### config.mk
export PLATFORM = sky130hd
export DESIGN_NAME = ate_block_scheduler
export DESIGN_NICKNAME = d
export VERILOG_FILES = /design/src/rtl/ate_block_scheduler.sv
export SDC_FILE = /design/constraint.sdc
export NUM_CORES = 1
export LEC_CHECK = 0
export BUFFER_PORTS_ARGS = -buffer_cell sky130_fd_sc_hd__buf_2
export CORE_MARGIN = 4
export CORE_UTILIZATION = 30
export DETAILED_ROUTE_END_ITERATION = 6
export GPL_ROUTABILITY_DRIVEN = 1
export GPL_TIMING_DRIVEN = 1
export PLACE_DENSITY = 0.56
export SKIP_LAST_GASP = 1
export SLEW_MARGIN = 20
export SYNTH_ARGS = -nofsm -noshare
export SYNTH_HDL_FRONTEND = slang
export SYNTH_SLANG_ARGS = --single-unit
### constraint.sdc
create_clock -name clk -period 1.95 [get_ports clk]
set_input_delay 0.39 -clock clk [delete_from_list [all_inputs] [get_ports clk]]
set_output_delay 0.39 -clock clk [all_outputs]
set_load 0.1 [all_outputs]
### src/rtl/ate_block_scheduler.sv
// ---------------------------------------------------------------------------
// ate_block_scheduler
//
// Sequencer for the adaptive-threshold datapath. Each accepted pixel is
// steered into one half of a two-bank (ping-pong) pixel buffer. The other
// half is replayed to the binarizer at the same time. The block also
// generates the accumulator clear/enable, the threshold load, the buffer
// addresses and the edge-block flag for each block.
//
// Ports
//   clk, rst       clock; synchronous active-high reset (aborts a frame)
//   start          frame start pulse, honoured only while idle
//   type_sel       line width select (0: BLK_NARROW, 1: BLK_WIDE blocks);
//                  sampled on start. Named type_sel because "type" is a
//                  SystemVerilog keyword.
//   in_valid       upstream pixel valid
//   in_ready       upstream handshake; a transfer is in_valid & in_ready
//   out_ready      downstream binarizer accepts the emitted pixel
//   acc_clr        accumulator loads the current pixel (first of block)
//   acc_en         accumulator updates with the current pixel
//   wr_en          buffer write strobe
//   wr_bank        bank being filled
//   wr_addr        write offset within the bank
//   rd_bank        bank being replayed
//   rd_addr        read offset within the bank
//   thr_load       capture the threshold of the block just completed
//   emit_valid     rd_bank/rd_addr point at a valid pixel
//   emit_edge      emitted block is the first or last block of its line
//   emit_last      last pixel of the frame is being presented
//   busy           controller is not idle
//   done           one-cycle pulse once the frame has fully drained
// ---------------------------------------------------------------------------
module ate_block_scheduler #(
    parameter int PIX_PER_BLK = 64,
    parameter int BLK_NARROW  = 6,
    parameter int BLK_WIDE    = 66,
    parameter int LINES       = 4,
    localparam int PIX_W      = $clog2(PIX_PER_BLK)
) (
    input  logic             clk,
    input  logic             rst,
    input  logic             start,
    input  logic             type_sel,
    input  logic             in_valid,
    output logic             in_ready,
    input  logic             out_ready,
    output logic             acc_clr,
    output logic             acc_en,
    output logic             wr_en,
    output logic             wr_bank,
    output logic [PIX_W-1:0] wr_addr,
    output logic             rd_bank,
    output logic [PIX_W-1:0] rd_addr,
    output logic             thr_load,
    output logic             emit_valid,
    output logic             emit_edge,
    output logic             emit_last,
    output logic             busy,
    output logic             done
);

    localparam int BLK_MAX = (BLK_WIDE > BLK_NARROW) ? BLK_WIDE : BLK_NARROW;
    localparam int BLK_W   = $clog2(BLK_MAX);
    localparam int LINE_W  = (LINES > 1) ? $clog2(LINES) : 1;

    localparam logic [PIX_W-1:0]  PIX_M1    = PIX_W'(PIX_PER_BLK - 1);
    localparam logic [BLK_W-1:0]  NARROW_M1 = BLK_W'(BLK_NARROW - 1);
    localparam logic [BLK_W-1:0]  WIDE_M1   = BLK_W'(BLK_WIDE - 1);
    localparam logic [LINE_W-1:0] LINES_M1  = LINE_W'(LINES - 1);

    typedef enum logic [1:0] {
        S_IDLE,
        S_RUN,
        S_DRAIN,
        S_FLUSH
    } state_t;

    state_t state_q, state_d;

    logic              type_q;
    logic [PIX_W-1:0]  in_pix_q,  out_pix_q;
    logic [BLK_W-1:0]  in_blk_q,  out_blk_q;
    logic [LINE_W-1:0] in_line_q, out_line_q;
    logic [1:0]        full_q;
    logic [1:0]        edge_fifo_q;
    logic              wr_bank_q, rd_bank_q;
    logic              thr_load_q;

    logic [BLK_W-1:0]  nb_m1;
    logic              xfer, emit;
    logic              in_pix_last, in_blk_last, in_line_last;
    logic              out_pix_last, out_blk_last, out_line_last;
    logic              in_blk_done, out_blk_done, in_frame_done;
    logic              in_blk_edge;

    // ------------------------------------------------------------------
    // Datapath strobes and handshakes
    // ------------------------------------------------------------------
    assign nb_m1 = type_q ? WIDE_M1 : NARROW_M1;

    assign in_pix_last   = (in_pix_q == PIX_M1);
    assign in_blk_last   = (in_blk_q == nb_m1);
    assign in_line_last  = (in_line_q == LINES_M1);
    assign out_pix_last  = (out_pix_q == PIX_M1);
    assign out_blk_last  = (out_blk_q == nb_m1);
    assign out_line_last = (out_line_q == LINES_M1);

    // The bank under fill must be empty. When both banks hold completed
    // blocks, input stalls until the replay side frees one.
    assign in_ready   = (state_q == S_RUN) && !full_q[wr_bank_q];
    assign xfer       = in_valid && in_ready;
    assign emit_valid = full_q[rd_bank_q];
    assign emit       = emit_valid && out_ready;

    assign acc_en  = xfer;
    assign acc_clr = xfer && (in_pix_q == '0);
    assign wr_en   = xfer;
    assign wr_addr = in_pix_q;
    assign wr_bank = wr_bank_q;
    assign rd_addr = out_pix_q;
    assign rd_bank = rd_bank_q;

    assign in_blk_done   = xfer && in_pix_last;
    assign in_frame_done = in_blk_done && in_blk_last && in_line_last;
    assign out_blk_done  = emit && out_pix_last;
    assign in_blk_edge   = (in_blk_q == '0) || in_blk_last;

    assign emit_last = emit_valid && out_line_last && out_blk_last && out_pix_last;
    // Blocks retire in the order they were filled. Each bank therefore
    // carries its own edge flag, so this two-entry FIFO is indexed by
    // bank and popped implicitly when rd_bank toggles.
    assign emit_edge = edge_fifo_q[rd_bank_q];
    assign thr_load  = thr_load_q;

    // ------------------------------------------------------------------
    // Frame FSM
    // ------------------------------------------------------------------
    always_comb begin
        // NOTE: every output of a combinational block gets a default first so
        // that no path leaves it unassigned and infers a latch.
        state_d = state_q;
        done    = 1'b0;
        busy    = (state_q != S_IDLE);
        unique case (state_q)
            S_IDLE:  if (start) state_d = S_RUN;
            S_RUN:   if (in_frame_done) state_d = S_DRAIN;
            S_DRAIN: if (emit && emit_last) state_d = S_FLUSH;
            S_FLUSH: begin
                done    = 1'b1;
                state_d = S_IDLE;
            end
            default: state_d = S_IDLE;
        endcase
    end

    // ------------------------------------------------------------------
    // State, counters, bank flags
    // ------------------------------------------------------------------
    // NOTE: sequential state uses non-blocking assignments only. All
    // registers therefore update together from pre-edge values, whatever
    // order the statements appear in.
    always_ff @(posedge clk) begin
        if (rst) begin
            // The two edge flags are ordinary flops, not a RAM, so they
            // are reset along with everything else.
            state_q     <= S_IDLE;
            type_q      <= 1'b0;
            in_pix_q    <= '0;
            in_blk_q    <= '0;
            in_line_q   <= '0;
            out_pix_q   <= '0;
            out_blk_q   <= '0;
            out_line_q  <= '0;
            full_q      <= '0;
            edge_fifo_q <= '0;
            wr_bank_q   <= 1'b0;
            rd_bank_q   <= 1'b0;
            thr_load_q  <= 1'b0;
        end else begin
            state_q    <= state_d;
            thr_load_q <= in_blk_done;

            if (state_q == S_IDLE && start) begin
                type_q     <= type_sel;
                in_pix_q   <= '0;
                in_blk_q   <= '0;
                in_line_q  <= '0;
                out_pix_q  <= '0;
                out_blk_q  <= '0;
                out_line_q <= '0;
            end

            if (xfer) begin
                in_pix_q <= in_pix_last ? '0 : in_pix_q + 1'b1;
                if (in_pix_last) begin
                    in_blk_q <= in_blk_last ? '0 : in_blk_q + 1'b1;
                    if (in_blk_last)
                        in_line_q <= in_line_last ? '0 : in_line_q + 1'b1;
                end
            end

            if (emit) begin
                out_pix_q <= out_pix_last ? '0 : out_pix_q + 1'b1;
                if (out_pix_last) begin
                    out_blk_q <= out_blk_last ? '0 : out_blk_q + 1'b1;
                    if (out_blk_last)
                        out_line_q <= out_line_last ? '0 : out_line_q + 1'b1;
                end
            end

            // The fill bank is never full, so set and clear can never
            // target the same bank in one cycle.
            if (in_blk_done) begin
                full_q[wr_bank_q]      <= 1'b1;
                edge_fifo_q[wr_bank_q] <= in_blk_edge;
                wr_bank_q              <= ~wr_bank_q;
            end
            if (out_blk_done) begin
                full_q[rd_bank_q] <= 1'b0;
                rd_bank_q         <= ~rd_bank_q;
            end
        end
    end

endmodule

==> reports/metrics.csv, run 1 <==
metric,value,unit
run_status,completed,
netlist_instances,264,
nNetsFinal,326,
critPathKind,flip-flop to output pin,
via_per_inst,5.08,
synth_top_area_share,36.4,%
h-tree-depth,2,
place_ws,-0.0186,ns
cp-endpoint,emit_last,
die_x,93.7,um
coreArea,6940,um^2
fmaxAchievable,0.513,GHz
cts_root_buffer,clkbuf_8,
grt_max_degree,31,
cts-buffers-inserted,5,
avgRoutedWirePerCell,13.7,um
io_pins,30,
relSlewSlack,61.9,%
synthToLayoutAreaGrowth,32.4,%
whs,0.331,ns
insertedDiodeCount,0,
slew_viol_final,0,
die_h,93.7,um
start_util,31.7,%
drive_gt1_share,30.1,%
cp_max_fo,2,
fin_crit_sh,99.9,%
end_kind,output pin,
cp.required,1.56,ns
syn_area,2200,um^2
reg2reg_from,wr_addr[0]$_SDFFE_PP0P_,
ir_drop,0.000861,V
nFillCells,699,
yosysTopAreaCell,dfxtp_1,
route.detailed.drc,0,
period_minus_slack,1.95,ns
grt_pass1_wl,9.04,mm
power.density,856,nW/um^2
synth.area.top_cells,"dfxtp_1, ha_1, a21oi_1, nand3_1, nor2_1",
synth_ff_type,dfxtp_1,
setup_slack,0.00250,ns
drv_cap,0,
cp.arrival,1.56,ns
ys_types,45,
gr-total-overflow,0,
dieArea,8770,um^2
skew,0.00921,ns
finalSetupViolCount,0,
yosys_warnings,0,
ctsLongestPathBuffers,2,
reg2regPathDepth,5,
synth_nets,285,
portBuffers,29,
async_flop_share,0,%
grtUsageTotal,12.9,%
postRouteWirelength,5.52,mm
cts_tree,yes,
placedCellCount,387,
dr.pass1.iters,4,
clkLatencyLatePin,0.29,ns
synth_seq_cells,40,
timing.rr.end,state_q[0]$_SDFFE_PP0P_,
cts_hold_buf,0,
ant_nets,0,
hpwl,3.87,mm
hp-class,input pin to flip-flop,
drtIter0Drc,92,
synthTopCellsByCount,"dfxtp_1, nor2_1, a21oi_1",
antenna_found_initial,0,
timing_hold_violations_final,0,
clock-sinks,40,
rsz0062_at_grt,yes,
finalNonFillerCells,402,
multi_input_area,1440,um^2
synth-edff-count,0,
cp-start-kind,flip-flop,
p_leak,0.00115,uW
fin_setup_tns,0,ns
rrSetupSlack,0.09,ns
grt_pass1_vias,1875,
tightest_slew,0.571,ns
seq_area,841,um^2
clkTransAtPathRegs,0.08,ns
min-delay-start,type_sel,
synth.most_common_cell,dfxtp_1,
crit_path_start,out_blk_q[1]$_SDFF_PP0_,
rows,30,
vias,2044,
avgSynthCellArea,8.34,um^2
ys_seq_area_share,36.4,%
gp_congestion,0.780,
## layout make-up
type                       count  share of cell area (%)
clock buffer                   8                    4.16
inverter                      13                    1.93
multi-input combinational    201                    49.4
sequential                    40                    28.9
tap                           96                    4.12
timing repair buffer          44                    11.5
## registers in the layout (all words and copies together) (netlist names)
| register | cells |
|---|---|
| full_q | 2 |
| out_blk_q | 7 |
| out_line_q | 2 |
| state_q | 2 |
| rd_bank | 1 |
| in_line_q | 2 |
| thr_load | 1 |
| edge_fifo_q | 2 |
| rd_addr | 6 |
| type_q | 1 |
| wr_bank | 1 |
| in_blk_q | 7 |
| wr_addr | 6 |
## metrics by stage
stage                     util, %  total power, uW  instance area (um^2)
after detailed placement     38.1             1770                  2650
after global routing         42.0             2620                  2910
after global placement       38.1             1780                  2650
after floorplan                 -             1530                  2310
final                        42.0             2490                  2910
after CTS                    41.6             2510                  2890
## power by group
part | switching [uW] | leakage [uW] | internal (uW)
Clock | 298 | 0.0000627 | 400
Sequential | 32.7 | 0.000333 | 833
Combinational | 637 | 0.000750 | 292
## critical path, cell delays in order (launching register included)
cell     delay (ns)
dfxtp_2        0.33
inv_2          0.07
ha_4           0.12
nor4b_4        0.21
o21ai_2        0.13
nor3_4         0.21
buf_12         0.20
## layer usage
layer | global-route usage [%] | vias to the layer above | wire [um] | share of wire (%)
met3 | 2.64 | 8 | 151 | 2.7
li1 | - | 1050 | - | -
met5 | 0 | - | 0 | 0
met2 | 19.8 | 28 | 2510 | 45
met1 | 17.5 | 958 | 2750 | 50
met4 | 5.29 | 0 | 108 | 2.0
## cells by family after synthesis
kind of cell / after synthesis / share of synthesized area (%)
and+or+nand+nor: 116 / 28.6
buffers and inverters: 23 / 4.43
muxes: 6 / 3.01
AOI/OAI and AO/OA: 62 / 18.3
DFF: 40 / 36.4
adders and majority gates: 15 / 8.53
xor gates and xnor gates: 2 / 0.796
## placed cells by master (no fill, tap or decap), types with 3 or more instances in the layout
cell,count
a41oi_1,5
ha_4,3
dfxtp_1,24
a311oi_1,6
nand2_1,20
and2_1,3
nor2_1,23
buf_4,15
mux2i_1,3
nor3_1,11
dfxtp_2,8
nor4_1,3
o211a_1,4
buf_12,5
clkbuf_8,7
inv_1,10
ha_1,12
or3_1,4
nor2b_1,3
buf_2,23
dfxtp_4,8
a21oi_1,22
o21ai_0,13
nand3_1,17
and3_1,7
nand3b_1,6
nand3_4,3
## worst min-delay path by stage
stage / endpoint / cells past startpoint
floorplan: edge_fifo_q[1]$_SDFFE_PP0P_ / 2
global placement: rd_addr[5]$_SDFFE_PP0P_ / 1
detailed placement: edge_fifo_q[1]$_SDFFE_PP0P_ / 2
CTS: type_q$_SDFFE_PP0P_ / 3
global route: type_q$_SDFFE_PP0P_ / 3
finish: type_q$_SDFFE_PP0P_ / 3
## repair_timing
| item | 4_1_cts | 5_1_grt |
|---|---|---|
| setup endpoints to repair | 4 | 8 |
| buffers inserted | 6 | 1 |
| endpoints found under the hold margin | 0 | 0 |
| pin swaps | 2 | 2 |
| resized for setup | 16 | 3 |
| cloned | 0 | 0 |
No activity file was read; power rests on OpenSTA's default activity.
==> run 2: changes to the inputs <==
- GPL_TIMING_DRIVEN: 1 -> unset
- SETUP_SLACK_MARGIN: unset -> 0.4
==> run 2 against run 1 <==
The flow now finishes with violations (setup timing). Via count grew 9.3%. Sequential power grew 2%. Critical path depth is the same. Final cell count grew 7.7%. Register-to-register slack lost 0.09 ns. Design area grew 27%. Worst hold slack lost 0.00075 ns.
==> reports/metrics.csv, run 2 (same netlist as run 1, synthesis figures left out) <==
metric,value,unit,change
run_status,"complete, but fails checks",,
violations,setup timing,,
placedCellCount,390,,+0.78%
nNetsFinal,357,,+9.5%
rrSetupSlack,0,ns,-0.09 ns
postRouteWirelength,6.18,mm,+12%
clkTransAtPathRegs,0.09,ns,about the same
io_pins,30,,unchanged
reg2regPathDepth,8,,+3
reg2reg_from,out_blk_q[1]$_SDFF_PP0_,,
finalNonFillerCells,433,,+7.7%
rsz0062_at_grt,yes,,
layout_common_cells,"buf_4, nor2_1, dfxtp_1",,
cts_hold_buf,0,,unchanged
cp.arrival,1.61,ns,+0.05 ns
route.detailed.drc,0,,unchanged
cp-start-kind,flip-flop,,
setup_slack,-0.0469,ns,-0.0494 ns
crit_path_start,out_blk_q[1]$_SDFF_PP0_,,
finalSetupViolCount,4,,+4
cp_max_fo,2,,unchanged
skew,0.00567,ns,-0.00353 ns
hpwl,3.99,mm,+3.1%
ant_nets,0,,unchanged
tightest_slew,0.491,ns,-0.0797 ns
cts_tree,yes,,
grt_max_degree,27,,-13%
via_per_inst,5.16,,+1.5%
synthToLayoutAreaGrowth,67.7,%,
hold_depth,3,,unchanged
slew_viol_final,0,,unchanged
antenna_found_initial,0,,unchanged
dieArea,8770,um^2,unchanged
ctsLongestPathBuffers,2,,unchanged
start_util,31.7,%,unchanged
p_comb_share,45.5,%,+8.2 points
cts_root_buffer,clkbuf_8,,
gr-total-overflow,0,,unchanged
drtIter0Drc,55,,-40%
cp.required,1.56,ns,about the same
whs_endpoint,type_q$_SDFFE_PP0P_,,
rows,30,,unchanged
grt_pass1_wl,10.2,mm,+12%
portBuffers,29,,unchanged
grt_pass1_vias,2093,,+12%
ir_drop,0.00113,V,+31%
clkLatencyLatePin,0.29,ns,about the same
fin_setup_tns,-0.0955,ns,-0.0955 ns
clock-sinks,40,,unchanged
whs,0.330,ns,-0.000753 ns
timing.rr.end,state_q[0]$_SDFFE_PP0P_,,
period_minus_slack,2.00,ns,+0.0494 ns
power.switching,1130,uW,+17%
top_regs,"in_blk_q: 7 flops, out_blk_q: 7 flops",,
cts-buffers-inserted,5,,unchanged
critPathKind,flip-flop to output pin,,
power.density,782,nW/um^2,-8.6%
coreArea,6940,um^2,unchanged
power_frac_seq,30.5,%,-4.2 points
swShare,39.2,%,+0.41 points
h-tree-depth,2,,unchanged
p_int,1760,uW,+15%
grtUsageTotal,14.4,%,+1.5 points
clkPwrFrac,24.0,%,-4.0 points
end_kind,output pin,,
avgRoutedWirePerCell,14.3,um,+3.9%
drive_gt1_share,54.0,%,+24 points
die_h,93.7,um,unchanged
place_ws,0.0305,ns,+0.0491 ns
gp_congestion,0.751,,-3.8%
min-delay-start,type_sel,,
dr.pass1.iters,4,,unchanged
timing_hold_violations_final,0,,unchanged
final_common_cell,buf_4,,
die_x,93.7,um,unchanged
insertedDiodeCount,0,,unchanged
power,2890,uW,+16%
vias,2235,,+9.3%
hp-class,input pin to flip-flop,,
relSlewSlack,67.5,%,+5.5 points
p_leak,0.00137,uW,+20%
fmaxAchievable,0.501,GHz,-2.5%
fin_crit_sh,102,%,+2.5 points
drv_cap,0,,unchanged
## run 2: cell types whose count changed in the layout (fill, tap and decap cells not counted), sizes merged
cell      before  now
buf           43   70
bufinv         0    1
clkbuf         9   10
clkinv         0    1
clkinvlp       0    1
## run 2: per-layer routing
layer  global-route usage (%)  vias to the layer above  share of wire [%]
li1                         -                     1117                  -
met1                     19.1                     1069                 48
met2                     23.4                       36                 47
met3                     2.80                       13                2.8
met4                     4.93                        0                1.9
met5                        0                        -                  0
## run 2: final cells by class
type	count	area, um^2
Clock buffer	5	68.8
Timing Repair Buffer	75	727
Clock inverter	3	41.3
Tap cell	96	120
Fill cell	621	3250
Multi-Input combinational cell	201	1800
Inverter	13	72.6
Sequential cell	40	858
## run 2: how the worst max path moves through the flow
stage / end / slack (ns) / cells past startpoint
floorplan: emit_last / -0.31 / 3
global placement: emit_last / 0.08 / 5
detailed placement: emit_last / 0.03 / 5
CTS: acc_clr / -0.03 / 5
global route: emit_last / -0.12 / 6
finish: emit_last / -0.05 / 6
## run 2: per-stage QoR
step	area (um^2)	util (%)
floorplan	2540	-
global placement	2900	41.8
detailed placement	2900	41.8
CTS	3370	48.5
global route	3690	53.2
finish	3690	53.2
## run 2: power groups by stage
stage / clock [uW] / sequential [uW] / combinational [uW]
finish: 693 / 881 / 1310
floorplan: 0 / 903 / 735
global route: 747 / 885 / 1410
detailed placement: 0 / 877 / 1030
global placement: 0 / 877 / 1030
CTS: 716 / 875 / 1120
## run 2: critical path: stages (launching register included)
cell,delay [ns]
dfxtp_2,0.33
inv_2,0.07
ha_4,0.12
nor4b_4,0.22
o21ai_2,0.14
nor3_4,0.23
buf_12,0.20
## run 2: timing repair
item / 4_1_cts / 5_1_grt
buffers inserted: 21 / 14
pin swaps: 20 / 23
setup endpoints to repair: 45 / 46
resized for setup: 50 / 56
